File: config.mk
export PLATFORM = sky130hd
export DESIGN_NAME = seg_scan_decoder_flat
export DESIGN_NICKNAME = d
export VERILOG_FILES = /design/src/rtl/seg_pkg.sv /design/src/rtl/seg_scan_decoder_if.sv /design/src/rtl/seg_pattern_decode.sv /design/src/rtl/seg_scan_decoder.sv /design/src/flat_wrapper.sv
export SDC_FILE = /design/constraint.sdc
export NUM_CORES = 1
export LEC_CHECK = 0
export BUFFER_PORTS_ARGS = -buffer_cell sky130_fd_sc_hd__buf_2
export CORE_UTILIZATION = 60
export CTS_BUF_LIST = sky130_fd_sc_hd__clkbuf_8 sky130_fd_sc_hd__clkbuf_16
export DETAILED_ROUTE_END_ITERATION = 10
export GPL_TIMING_DRIVEN = 0
export HOLD_SLACK_MARGIN = 0.1
export PLACE_DENSITY = 0.79
export SYNTH_ARGS = -nofsm -noshare
export SYNTH_HDL_FRONTEND = slang
export SYNTH_SLANG_ARGS = --single-unit
File: constraint.sdc
create_clock -name clk -period 8.2 [get_ports clk]
set_input_delay 1.64 -clock clk [delete_from_list [all_inputs] [get_ports clk]]
set_output_delay 1.64 -clock clk [all_outputs]
set_load 0.01 [all_outputs]
File: src/rtl/seg_pkg.sv
// rtl/seg_pkg.sv - shared seven-segment constants and types
// Cathode patterns are active-low {a,b,c,d,e,f,g}; anode codes are active-low one-hot.
package seg_pkg;

   localparam logic [6:0] SEG_0 = 7'b0000001;
   localparam logic [6:0] SEG_1 = 7'b1001111;
   localparam logic [6:0] SEG_2 = 7'b0010010;
   localparam logic [6:0] SEG_3 = 7'b0000110;
   localparam logic [6:0] SEG_4 = 7'b1001100;
   localparam logic [6:0] SEG_5 = 7'b0100100;
   localparam logic [6:0] SEG_6 = 7'b0100000;
   localparam logic [6:0] SEG_7 = 7'b0001111;
   localparam logic [6:0] SEG_8 = 7'b0000000;
   localparam logic [6:0] SEG_9 = 7'b0000100;

   localparam logic [3:0] ANODE_D0 = 4'b0111;
   localparam logic [3:0] ANODE_D1 = 4'b1011;
   localparam logic [3:0] ANODE_D2 = 4'b1101;
   localparam logic [3:0] ANODE_D3 = 4'b1110;

   typedef enum logic [1:0] {
      DIG_D0 = 2'd0,
      DIG_D1 = 2'd1,
      DIG_D2 = 2'd2,
      DIG_D3 = 2'd3
   } digit_idx_t;

   typedef enum logic {
      ST_COLLECT  = 1'b0,
      ST_ASSEMBLE = 1'b1
   } scan_state_t;

   typedef struct packed {
      logic       valid;
      digit_idx_t idx;
   } anode_dec_t;

   function automatic anode_dec_t anode_decode(input logic [3:0] anode);
      anode_dec_t r;
      r.valid = 1'b1;
      r.idx   = DIG_D0;
      case (anode)
         ANODE_D0: r.idx = DIG_D0;
         ANODE_D1: r.idx = DIG_D1;
         ANODE_D2: r.idx = DIG_D2;
         ANODE_D3: r.idx = DIG_D3;
         default:  r.valid = 1'b0;
      endcase
      return r;
   endfunction

endpackage

File: src/rtl/seg_scan_decoder_if.sv
// rtl/seg_scan_decoder_if.sv - scan input and decoded result bundle
// SEG_SCAN_ERR_COUNT_EN adds the err_count signal.
interface seg_scan_decoder_if;
   logic [3:0] anode;
   logic [6:0] display;
   logic [5:0] sec;
   logic [5:0] sec1;
   logic       frame_valid;
   logic       pattern_err;
   logic       range_err;
   logic       stale;
`ifdef SEG_SCAN_ERR_COUNT_EN
   logic [7:0] err_count;

   modport master (output anode, output display,
                   input sec, input sec1, input frame_valid, input pattern_err,
                   input range_err, input stale, input err_count);
   modport slave  (input anode, input display,
                   output sec, output sec1, output frame_valid, output pattern_err,
                   output range_err, output stale, output err_count);
`else
   modport master (output anode, output display,
                   input sec, input sec1, input frame_valid, input pattern_err,
                   input range_err, input stale);
   modport slave  (input anode, input display,
                   output sec, output sec1, output frame_valid, output pattern_err,
                   output range_err, output stale);
`endif
endinterface

File: src/rtl/seg_pattern_decode.sv
// rtl/seg_pattern_decode.sv - cathode pattern to BCD digit
// Patterns outside the segment table report o_valid=0.
module seg_pattern_decode
   import seg_pkg::*;
(
   input  logic [6:0] i_pattern,
   output logic       o_valid,
   output logic [3:0] o_bcd
);

   always_comb begin
      o_valid = 1'b1;
      o_bcd   = 4'd0;
      case (i_pattern)
         SEG_0:   o_bcd = 4'd0;
         SEG_1:   o_bcd = 4'd1;
         SEG_2:   o_bcd = 4'd2;
         SEG_3:   o_bcd = 4'd3;
         SEG_4:   o_bcd = 4'd4;
         SEG_5:   o_bcd = 4'd5;
         SEG_6:   o_bcd = 4'd6;
         SEG_7:   o_bcd = 4'd7;
         SEG_8:   o_bcd = 4'd8;
         SEG_9:   o_bcd = 4'd9;
         default: o_valid = 1'b0;
      endcase
   end

endmodule

File: src/rtl/seg_scan_decoder.sv
// rtl/seg_scan_decoder.sv - recovers two 2-digit values from a multiplexed 7-seg scan
// Optional SEG_SCAN_ERR_COUNT_EN adds a saturating error counter on err_count.
module seg_scan_decoder
   import seg_pkg::*;
#(
   parameter int SETTLE_CYCLES  = 4,
   parameter int TIMEOUT_CYCLES = 2097152
)(
   input  logic                clk,
   input  logic                rst,
   seg_scan_decoder_if.slave   bus
);

   localparam int CW = (SETTLE_CYCLES > 1) ? $clog2(SETTLE_CYCLES) : 1;
   localparam int TW = $clog2(TIMEOUT_CYCLES + 1);
   localparam logic [CW-1:0] SETTLE_MAX = CW'(SETTLE_CYCLES - 1);
   localparam logic [TW-1:0] TMO_LAST   = TW'(TIMEOUT_CYCLES - 1);

   logic [3:0]       r_anode_m, r_anode_s, r_prev_anode;
   logic [6:0]       r_disp_m, r_disp_s, r_prev_disp;
   logic [CW-1:0]    r_stab_cnt;
   logic             r_captured;
   logic [3:0][3:0]  r_slot;
   logic [3:0]       r_seen;
   scan_state_t      r_state;
   logic [5:0]       r_sec, r_sec1;
   logic             r_frame_valid, r_pattern_err, r_range_err, r_stale;
   logic [TW-1:0]    r_to_cnt;

   logic             w_changed;
   logic [CW-1:0]    w_cnt_next;
   anode_dec_t       w_dec;
   logic             w_capture, w_cap_ok, w_cap_bad;
   logic             w_pat_valid;
   logic [3:0]       w_pat_bcd;
   logic [6:0]       w_val_a, w_val_b;
   scan_state_t      w_state_next;
   logic [3:0]       w_seen_next;
   logic             w_frame_load, w_range_hit;

   seg_pattern_decode u_decode (
      .i_pattern (r_disp_s),
      .o_valid   (w_pat_valid),
      .o_bcd     (w_pat_bcd)
   );

   // A dwell starts whenever the synchronized sample changes; capture fires once per dwell.
   assign w_changed  = {r_anode_s, r_disp_s} != {r_prev_anode, r_prev_disp};
   assign w_cnt_next = w_changed ? '0 :
                       (r_stab_cnt == SETTLE_MAX) ? r_stab_cnt : r_stab_cnt + CW'(1);
   assign w_dec      = anode_decode(r_anode_s);
   assign w_capture  = w_dec.valid && (w_cnt_next == SETTLE_MAX) && (w_changed || !r_captured);
   assign w_cap_ok   = w_capture && w_pat_valid;
   assign w_cap_bad  = w_capture && !w_pat_valid;

   assign w_val_a = 7'(r_slot[0]) * 7'd10 + 7'(r_slot[1]);
   assign w_val_b = 7'(r_slot[2]) * 7'd10 + 7'(r_slot[3]);

   always_ff @(posedge clk or posedge rst) begin
      if (rst) r_state <= ST_COLLECT;
      else     r_state <= w_state_next;
   end

   // Frame results are registered on ASSEMBLE entry so they are visible during ASSEMBLE.
   always_comb begin
      w_state_next = r_state;
      w_seen_next  = r_seen;
      w_frame_load = 1'b0;
      w_range_hit  = 1'b0;
      case (r_state)
         ST_COLLECT: begin
            if (r_seen == 4'hF) begin
               w_state_next = ST_ASSEMBLE;
               if (w_val_a <= 7'd63 && w_val_b <= 7'd63) w_frame_load = 1'b1;
               else                                      w_range_hit  = 1'b1;
            end
         end
         ST_ASSEMBLE: begin
            w_state_next = ST_COLLECT;
            w_seen_next  = 4'h0;
         end
         default: w_state_next = ST_COLLECT;
      endcase
      if (w_cap_ok) w_seen_next[w_dec.idx] = 1'b1;
   end

   always_ff @(posedge clk or posedge rst) begin
      if (rst) begin
         r_anode_m     <= 4'hF;
         r_anode_s     <= 4'hF;
         r_prev_anode  <= 4'hF;
         r_disp_m      <= 7'h7F;
         r_disp_s      <= 7'h7F;
         r_prev_disp   <= 7'h7F;
         r_stab_cnt    <= '0;
         r_captured    <= 1'b0;
         r_slot        <= '0;
         r_seen        <= 4'h0;
         r_sec         <= 6'd0;
         r_sec1        <= 6'd0;
         r_frame_valid <= 1'b0;
         r_pattern_err <= 1'b0;
         r_range_err   <= 1'b0;
      end else begin
         r_anode_m     <= bus.anode;
         r_anode_s     <= r_anode_m;
         r_disp_m      <= bus.display;
         r_disp_s      <= r_disp_m;
         r_prev_anode  <= r_anode_s;
         r_prev_disp   <= r_disp_s;
         r_stab_cnt    <= w_cnt_next;
         if (!w_dec.valid)   r_captured <= 1'b0;
         else if (w_capture) r_captured <= 1'b1;
         else if (w_changed) r_captured <= 1'b0;
         if (w_cap_ok) r_slot[w_dec.idx] <= w_pat_bcd;
         r_seen        <= w_seen_next;
         r_frame_valid <= w_frame_load;
         r_range_err   <= w_range_hit;
         r_pattern_err <= w_cap_bad;
         if (w_frame_load) begin
            r_sec  <= w_val_a[5:0];
            r_sec1 <= w_val_b[5:0];
         end
      end
   end

   always_ff @(posedge clk or posedge rst) begin
      if (rst) begin
         r_to_cnt <= '0;
         r_stale  <= 1'b0;
      end else if (w_frame_load) begin
         r_to_cnt <= '0;
         r_stale  <= 1'b0;
      end else if (!r_stale) begin
         r_to_cnt <= r_to_cnt + TW'(1);
         if (r_to_cnt == TMO_LAST) r_stale <= 1'b1;
      end
   end

`ifdef SEG_SCAN_ERR_COUNT_EN
   logic [7:0] r_err_count;
   always_ff @(posedge clk or posedge rst) begin
      if (rst) r_err_count <= 8'd0;
      else if ((w_cap_bad || w_range_hit) && r_err_count != 8'hFF) r_err_count <= r_err_count + 8'd1;
   end
   assign bus.err_count = r_err_count;
`endif

   assign bus.sec         = r_sec;
   assign bus.sec1        = r_sec1;
   assign bus.frame_valid = r_frame_valid;
   assign bus.pattern_err = r_pattern_err;
   assign bus.range_err   = r_range_err;
   assign bus.stale       = r_stale;

endmodule
File: src/flat_wrapper.sv
// flat-port wrapper written by rule: the top's interface ports become plain ports
module seg_scan_decoder_flat import seg_pkg::*;
#(
   parameter int SETTLE_CYCLES  = 4,
   parameter int TIMEOUT_CYCLES = 2097152
)
  (clk, rst, bus_anode, bus_display, bus_sec, bus_sec1, bus_frame_valid, bus_pattern_err, bus_range_err, bus_stale);
  seg_scan_decoder_if bus_i ();
  input  logic clk;
  input  logic rst;
  input wire logic [$bits(bus_i.anode)-1:0] bus_anode;
  input wire logic [$bits(bus_i.display)-1:0] bus_display;
  output wire logic [$bits(bus_i.sec)-1:0] bus_sec;
  output wire logic [$bits(bus_i.sec1)-1:0] bus_sec1;
  output wire logic [$bits(bus_i.frame_valid)-1:0] bus_frame_valid;
  output wire logic [$bits(bus_i.pattern_err)-1:0] bus_pattern_err;
  output wire logic [$bits(bus_i.range_err)-1:0] bus_range_err;
  output wire logic [$bits(bus_i.stale)-1:0] bus_stale;
  assign bus_i.anode = bus_anode;
  assign bus_i.display = bus_display;
  assign bus_sec = bus_i.sec;
  assign bus_sec1 = bus_i.sec1;
  assign bus_frame_valid = bus_i.frame_valid;
  assign bus_pattern_err = bus_i.pattern_err;
  assign bus_range_err = bus_i.range_err;
  assign bus_stale = bus_i.stale;
  seg_scan_decoder #(.SETTLE_CYCLES(SETTLE_CYCLES), .TIMEOUT_CYCLES(TIMEOUT_CYCLES)) u_core (.clk(clk), .rst(rst), .bus(bus_i));
endmodule
* After elaboration in Yosys (flattened, before gate mapping)
Index checks and enable logic that the tools add are counted.
** Storage, ports and cells
- Flip-flop bits (word level) :: 95
- Bits of input ports :: 13
- Output and inout bits :: 16
- Word-level logic and storage cells :: 94
** Operators by class
- Add/subtract/negate cells :: 4
- Multipliers :: 2
- $lt $le $gt $ge :: 4
- Eq/ne operators :: 20
- Muxes and demuxes :: 29
- Bitwise operators :: 2
- Reductions and logical operators :: 12
** Operators by type and width (count)
- $mux W22 :: 2
- $pmux W4 S9 :: 1
- $add A22 B1 Y22 const B :: 1
- $eq A22 B21 Y1 const B :: 1
- $bwmux W16 :: 1
- $eq A4 B4 Y1 const B :: 4
- $mux W1 :: 16
- $add A7 B4 Y7 :: 2
- $eq A7 B3 Y1 const B :: 2
- $eq A7 B6 Y1 const B :: 2
- $eq A7 B7 Y1 const B :: 2
- $le A7 B6 Y1 const B :: 2
- $mul A4 B3 Y6 const B :: 2
- $mux W4 :: 3
- $ne A11 B11 Y1 :: 1
- $reduce_or A10 Y1 :: 1
- $demux W4 S2 :: 1
- $eq A7 B1 Y1 const B :: 1
- $eq A7 B4 Y1 const B :: 1
- $eq A7 B5 Y1 const B :: 1
- $logic_not A7 Y1 :: 1
- $logic_and A1 B1 Y1 :: 6
- $pmux W2 S3 :: 1
- $eq A2 B2 Y1 const B :: 2
- 14 further kinds :: 16

* Longest topological paths before layout
- Depth after elaboration :: 8
- Depth in mapped cells :: 11

* By module
A second synthesis with hierarchy kept.
** Unflattened totals
- Cell total of the unflattened synthesis :: 338
- Area, all modules :: 4296.6 sq um
** Modules (own cells, without submodules)
- seg_scan_decoder :: times used 1, cells each 311, area each 4096.4 sq um, seq. area each 2418.6 sq um
- seg_pattern_decode :: times used 1, cells each 27, area each 200.2 sq um, seq. area each 0.0 sq um

* Worst setup path after synthesis
OpenSTA, ideal clock, no wires.
- Path kind :: register to register
- From :: reg u_core.r_slot[9] (netlist name)
- To :: reg u_core.r_sec1[5], in the netlist u_core.bus.sec1[5]
- Library setup time :: 0.125 ns
- Data arrival time :: 2.687 ns
- Setup slack :: 5.388 ns
- Stages on the path, launching flop included :: 11
- Path buffers :: 1
- Period minus slack after synthesis :: 2.812 ns
- Cell sequence :: dfrtp_1 ha_1 ha_1 inv_1 fa_1 nand2b_1 a21oi_1 xnor2_1 nor3_4 buf_4 mux2_2
** Between the ends
- Word-level cells in the longest chain between the ends :: 7
** Ends and longest elaborated chain
- from (decl) :: RTL line seg_scan_decoder.sv:23 : logic [3:0][3:0] r_slot;
- from (signal, indexed assignment) :: RTL line seg_scan_decoder.sv:115 : if (w_cap_ok) r_slot[w_dec.idx] <= w_pat_bcd;
- $mul A4 B3 Y6 (*) :: RTL line seg_scan_decoder.sv:57 : assign w_val_b = 7'(r_slot[2]) * 7'd10 + 7'(r_slot[3]);
- $add A7 B4 Y7 (*) :: RTL line seg_scan_decoder.sv:57
- $le A7 B6 Y1 :: RTL line seg_scan_decoder.sv:74 : if (w_val_a <= 7'd63 && w_val_b <= 7'd63) w_frame_load = 1'b1;
- $logic_and A1 B1 Y1 :: RTL line seg_scan_decoder.sv:74
- $mux W1 :: RTL line seg_scan_decoder.sv:74
- $mux W1 :: RTL line seg_scan_decoder.sv:72 : if (r_seen == 4'hF) begin
- $mux W1 :: RTL line seg_scan_decoder.sv:70 : case (r_state)
- to (signal assigned) :: RTL line seg_scan_decoder.sv:122 : r_sec1 <= w_val_b[5:0];
- to (decl) :: RTL line seg_scan_decoder.sv:26 : logic [5:0] r_sec, r_sec1;
Mark *: on every way between the ends. The rest lies on a longest branch, timed or not.
A chain may end at the register's enable or synchronous reset.

* Worst setup path in the final report
- From :: reg u_core.r_slot[1] (netlist name)
- To :: reg u_core.r_sec[0], in the netlist u_core.bus.sec[0]
** Between the ends
- Word-level cells in the longest chain between the ends :: 7
** Ends and longest elaborated chain
- $mul A4 B3 Y6 :: RTL line seg_scan_decoder.sv:56 : assign w_val_a = 7'(r_slot[0]) * 7'd10 + 7'(r_slot[1]);
- $add A7 B4 Y7 :: RTL line seg_scan_decoder.sv:56
- $le A7 B6 Y1 :: RTL line seg_scan_decoder.sv:74
- $logic_and A1 B1 Y1 :: RTL line seg_scan_decoder.sv:74
- $mux W1 :: RTL line seg_scan_decoder.sv:74
- $mux W1 :: RTL line seg_scan_decoder.sv:72
- $mux W1 :: RTL line seg_scan_decoder.sv:70
- to (signal assigned) :: RTL line seg_scan_decoder.sv:121 : r_sec <= w_val_a[5:0];
- to (decl) :: RTL line seg_scan_decoder.sv:26
No other way between the ends.

==> metrics.cfg <==
[yosys]
synth_area_leader_cell = dfrtp_1
yosysMostFrequentCell = dfrtp_1
synth_top_area_share_pct = 36.2
syn_inst = 356
synth_flop_cell = dfrtp_1
synth.area.top_cells = dfrtp_1 (36%), dfstp_2 (20%), mux2_2 (7.4%)
ys_top_cells_by_count = dfrtp_1 (62), nor2_1 (39), dfstp_2 (33)
synth_edf_count = 0
syn_avg_cell_area_um2 = 12.0
async_flop_share_pct = 100
syn_nets = 388
synth_seq_cells = 95
yosysWarnings = 0
synthesis.area_um2 = 4280
ys_seq_area_share_pct = 56.5
synth.distinct_cells = 44

[sta]
rsz0062_at_grt = no
finClkSkew_ns = 0.0151
hold_ws_ns = 0.359
slew_headroom_pct = 46.1
min_period_ns = 3.12
tightest_slew_ns = 0.798
final_max_slew_viol_count = 0
fin_crit_sh_pct = 38.0
setup_viol = 0
hold_viol_final = 0
max_freq_mhz = 321
setup_tns_ns = 0

[floorplan]
initial_core_util_pct = 62.7
pin_count = 29
fp.dieH_um = 86.5
die_w_um = 86.5
dieArea_um2 = 7480
num_rows = 30
core_area_um2 = 6830

[routing]
via_count = 2594
drc = 0
vias_per_cell = 5.22
drtPass1Iterations = 4
drtIter0Drc = 109
avgRoutedWirePerCell_um = 13.2
ant_nets = 0
drt-total-wl_um = 6540

[worst_setup_path]
rr_endpoint = u_core.bus.sec[0]
critPathArrivalTime_ns = 3.37
path_class = register to register
rr_worst_depth = 10
worstPathCellList = ha_1, ha_1, inv_1, fa_1, nand2b_1, a21oi_1, xnor2_1, nor3_4, buf_4, mux2_2
cp.required_ns = 8.45
rr_startpoint = u_core.r_slot[1]
slowest_delay_ns = 0.45
crit_path_frequent_cell = ha_1
cp.buffers_inverters = 2
crit_cells = 10
crit_family = adder cells
path_max_fanout = 10
crit_path_end_kind = register
start_kind = register
crit_slowest_cell = dfrtp_1
ff2ff_setup_slack_ns = 5.08

[finish]
antenna_cells = 0
final_nets = 428
syn2layout_area_growth_pct = 11.4
fin_area_um2 = 4770
final_util_pct = 69.9
drive_gt1_share_pct = 29.9

[global_route]
use_met3_pct = 3.43
grt_max_degree = 62
grt_use_met2_pct = 31.9
antenna_found_initial = 0
overflow = 0
met1_usage_pct = 26.2
grt_pass1_wl_um = 11200
gr-usage-all-layers_pct = 19.7
grt_pass1_vias = 2494
grt.busiest_layer = met2

[min_path]
hold-path-endpoint = u_core.r_disp_s[6]
hold_path_depth = 0
hp-class = register to register
min_from = u_core.r_disp_m[6]

[place]
place_congestion = 0.791
port_buffers = 28
dpl.hpwl_um = 4630
placed_area_um2 = 4570

[clock_tree]
cts_max_level = 3
numCtsBuffers = 9
clock-sinks = 95
cts_resized = 0
clkTransAtPathRegs_ns = 0.10
root_buffer = clkbuf_8
clk_latency_ns = 0.36
cts_tree = yes
hold_buffers = 0
post_cts_buffers = 0
clk_path_buf_depth = 2

[pwr]
power_mw = 0.815
ir_drop_v = 0.000155
power.density_nw_per_um2 = 171
p_leak_nw = 2.30

[outcome]
outcome = finished clean

[job]
max_cap_viol_count = 0

==> power by group <==
group,switching (mW),internal (mW)
clock,0.158,0.139
sequential,0.00521,0.483
combinational,0.0186,0.0113
total,0.181,0.633
==> metal layers <==
metal	vias up	routed length, um
met2	50	3090
met3	13	206
met5	-	0
li1	1284	-
met1	1247	3140
met4	0	103
==> kinds of logic (layout without fill, tap and decap cells) <==
kind of cell | Yosys count | count (layout) | synth area share [%]
DFF | 95 | 95 | 56.5
and+or+nand+nor | 115 | 115 | 14.0
xor gates and xnor gates | 42 | 42 | 8.59
adders and majority gates | 19 | 19 | 6.25
AOI/OAI and AO/OA | 26 | 26 | 3.88
muxes | 30 | 30 | 7.83
buffers and inverters | 29 | 74 | 2.95
==> through the flow <==
stage               worst slack, ns  std cells
finish                         5.08        497
global route                   4.90        497
CTS                            5.06        497
detailed placement             5.08        481
global placement               3.22        480
floorplan                      4.14        356
==> layout by cell type (no fill, tap or decap), types with 3 or more instances in the layout <==
master     n
and3_1     6
buf_2     35
mux2_2    28
clkbuf_8  10
dfrtp_1   62
nor2b_1    4
inv_1     14
nor3_1    10
clkbuf_1   5
or3_1      3
nor2_1    39
and3b_1    3
nand2_1   18
xor2_1    18
nand2b_1   3
nand3_1    7
a21oi_1   11
ha_1      15
and4_1     4
nand4_1    6
o21ai_0    5
xnor2_1   24
nor4_1     3
dfstp_2   33
fa_1       4
==> state kept, by name (all words and copies together) (netlist names) <==
register                flops
u_core.r_slot              16
u_core.r_seen               4
u_core.r_prev_disp          7
u_core.r_to_cnt            22
u_core.bus.stale            1
u_core.bus.pattern_err      1
u_core.r_prev_anode         4
u_core.bus.frame_valid      1
u_core.r_disp_s             7
u_core.bus.sec1             6
u_core.r_state              1
u_core.r_anode_m            4
u_core.r_stab_cnt           2
u_core.r_captured           1
u_core.bus.range_err        1
u_core.r_disp_m             7
u_core.bus.sec              6
u_core.r_anode_s            4
==> worst reg2reg max path, stage by stage, from the launching register on <==
cell,delay [ns]
dfrtp_1,0.45
ha_1,0.33
ha_1,0.20
inv_1,0.07
fa_1,0.45
nand2b_1,0.16
a21oi_1,0.17
xnor2_1,0.16
nor3_4,0.40
buf_4,0.28
mux2_2,0.35
==> final cells by class <==
cell class	count	area (um^2)
Timing Repair Buffer	29	168
Sequential cell	95	2420
Multi-Input combinational cell	232	1740
Buffer	15	73.8
Tap cell	96	120
Clock buffer	11	163
Clock inverter	5	36.3
Inverter	14	55.1
Fill cell	510	2060
==> how the worst max path moves through the flow <==
stage | from | end | slack (ns)
after floorplan | rst | u_core.bus.frame_valid | 4.14
after global placement | rst | u_core.bus.sec[4] | 3.22
after detailed placement | u_core.r_slot[1] | u_core.bus.sec[0] | 5.08
after CTS | u_core.r_slot[1] | u_core.bus.sec[0] | 5.06
after global routing | u_core.r_slot[1] | u_core.r_to_cnt[10] | 4.90
final | u_core.r_slot[1] | u_core.bus.sec[0] | 5.08
Power figures use the tool's default switching activity.
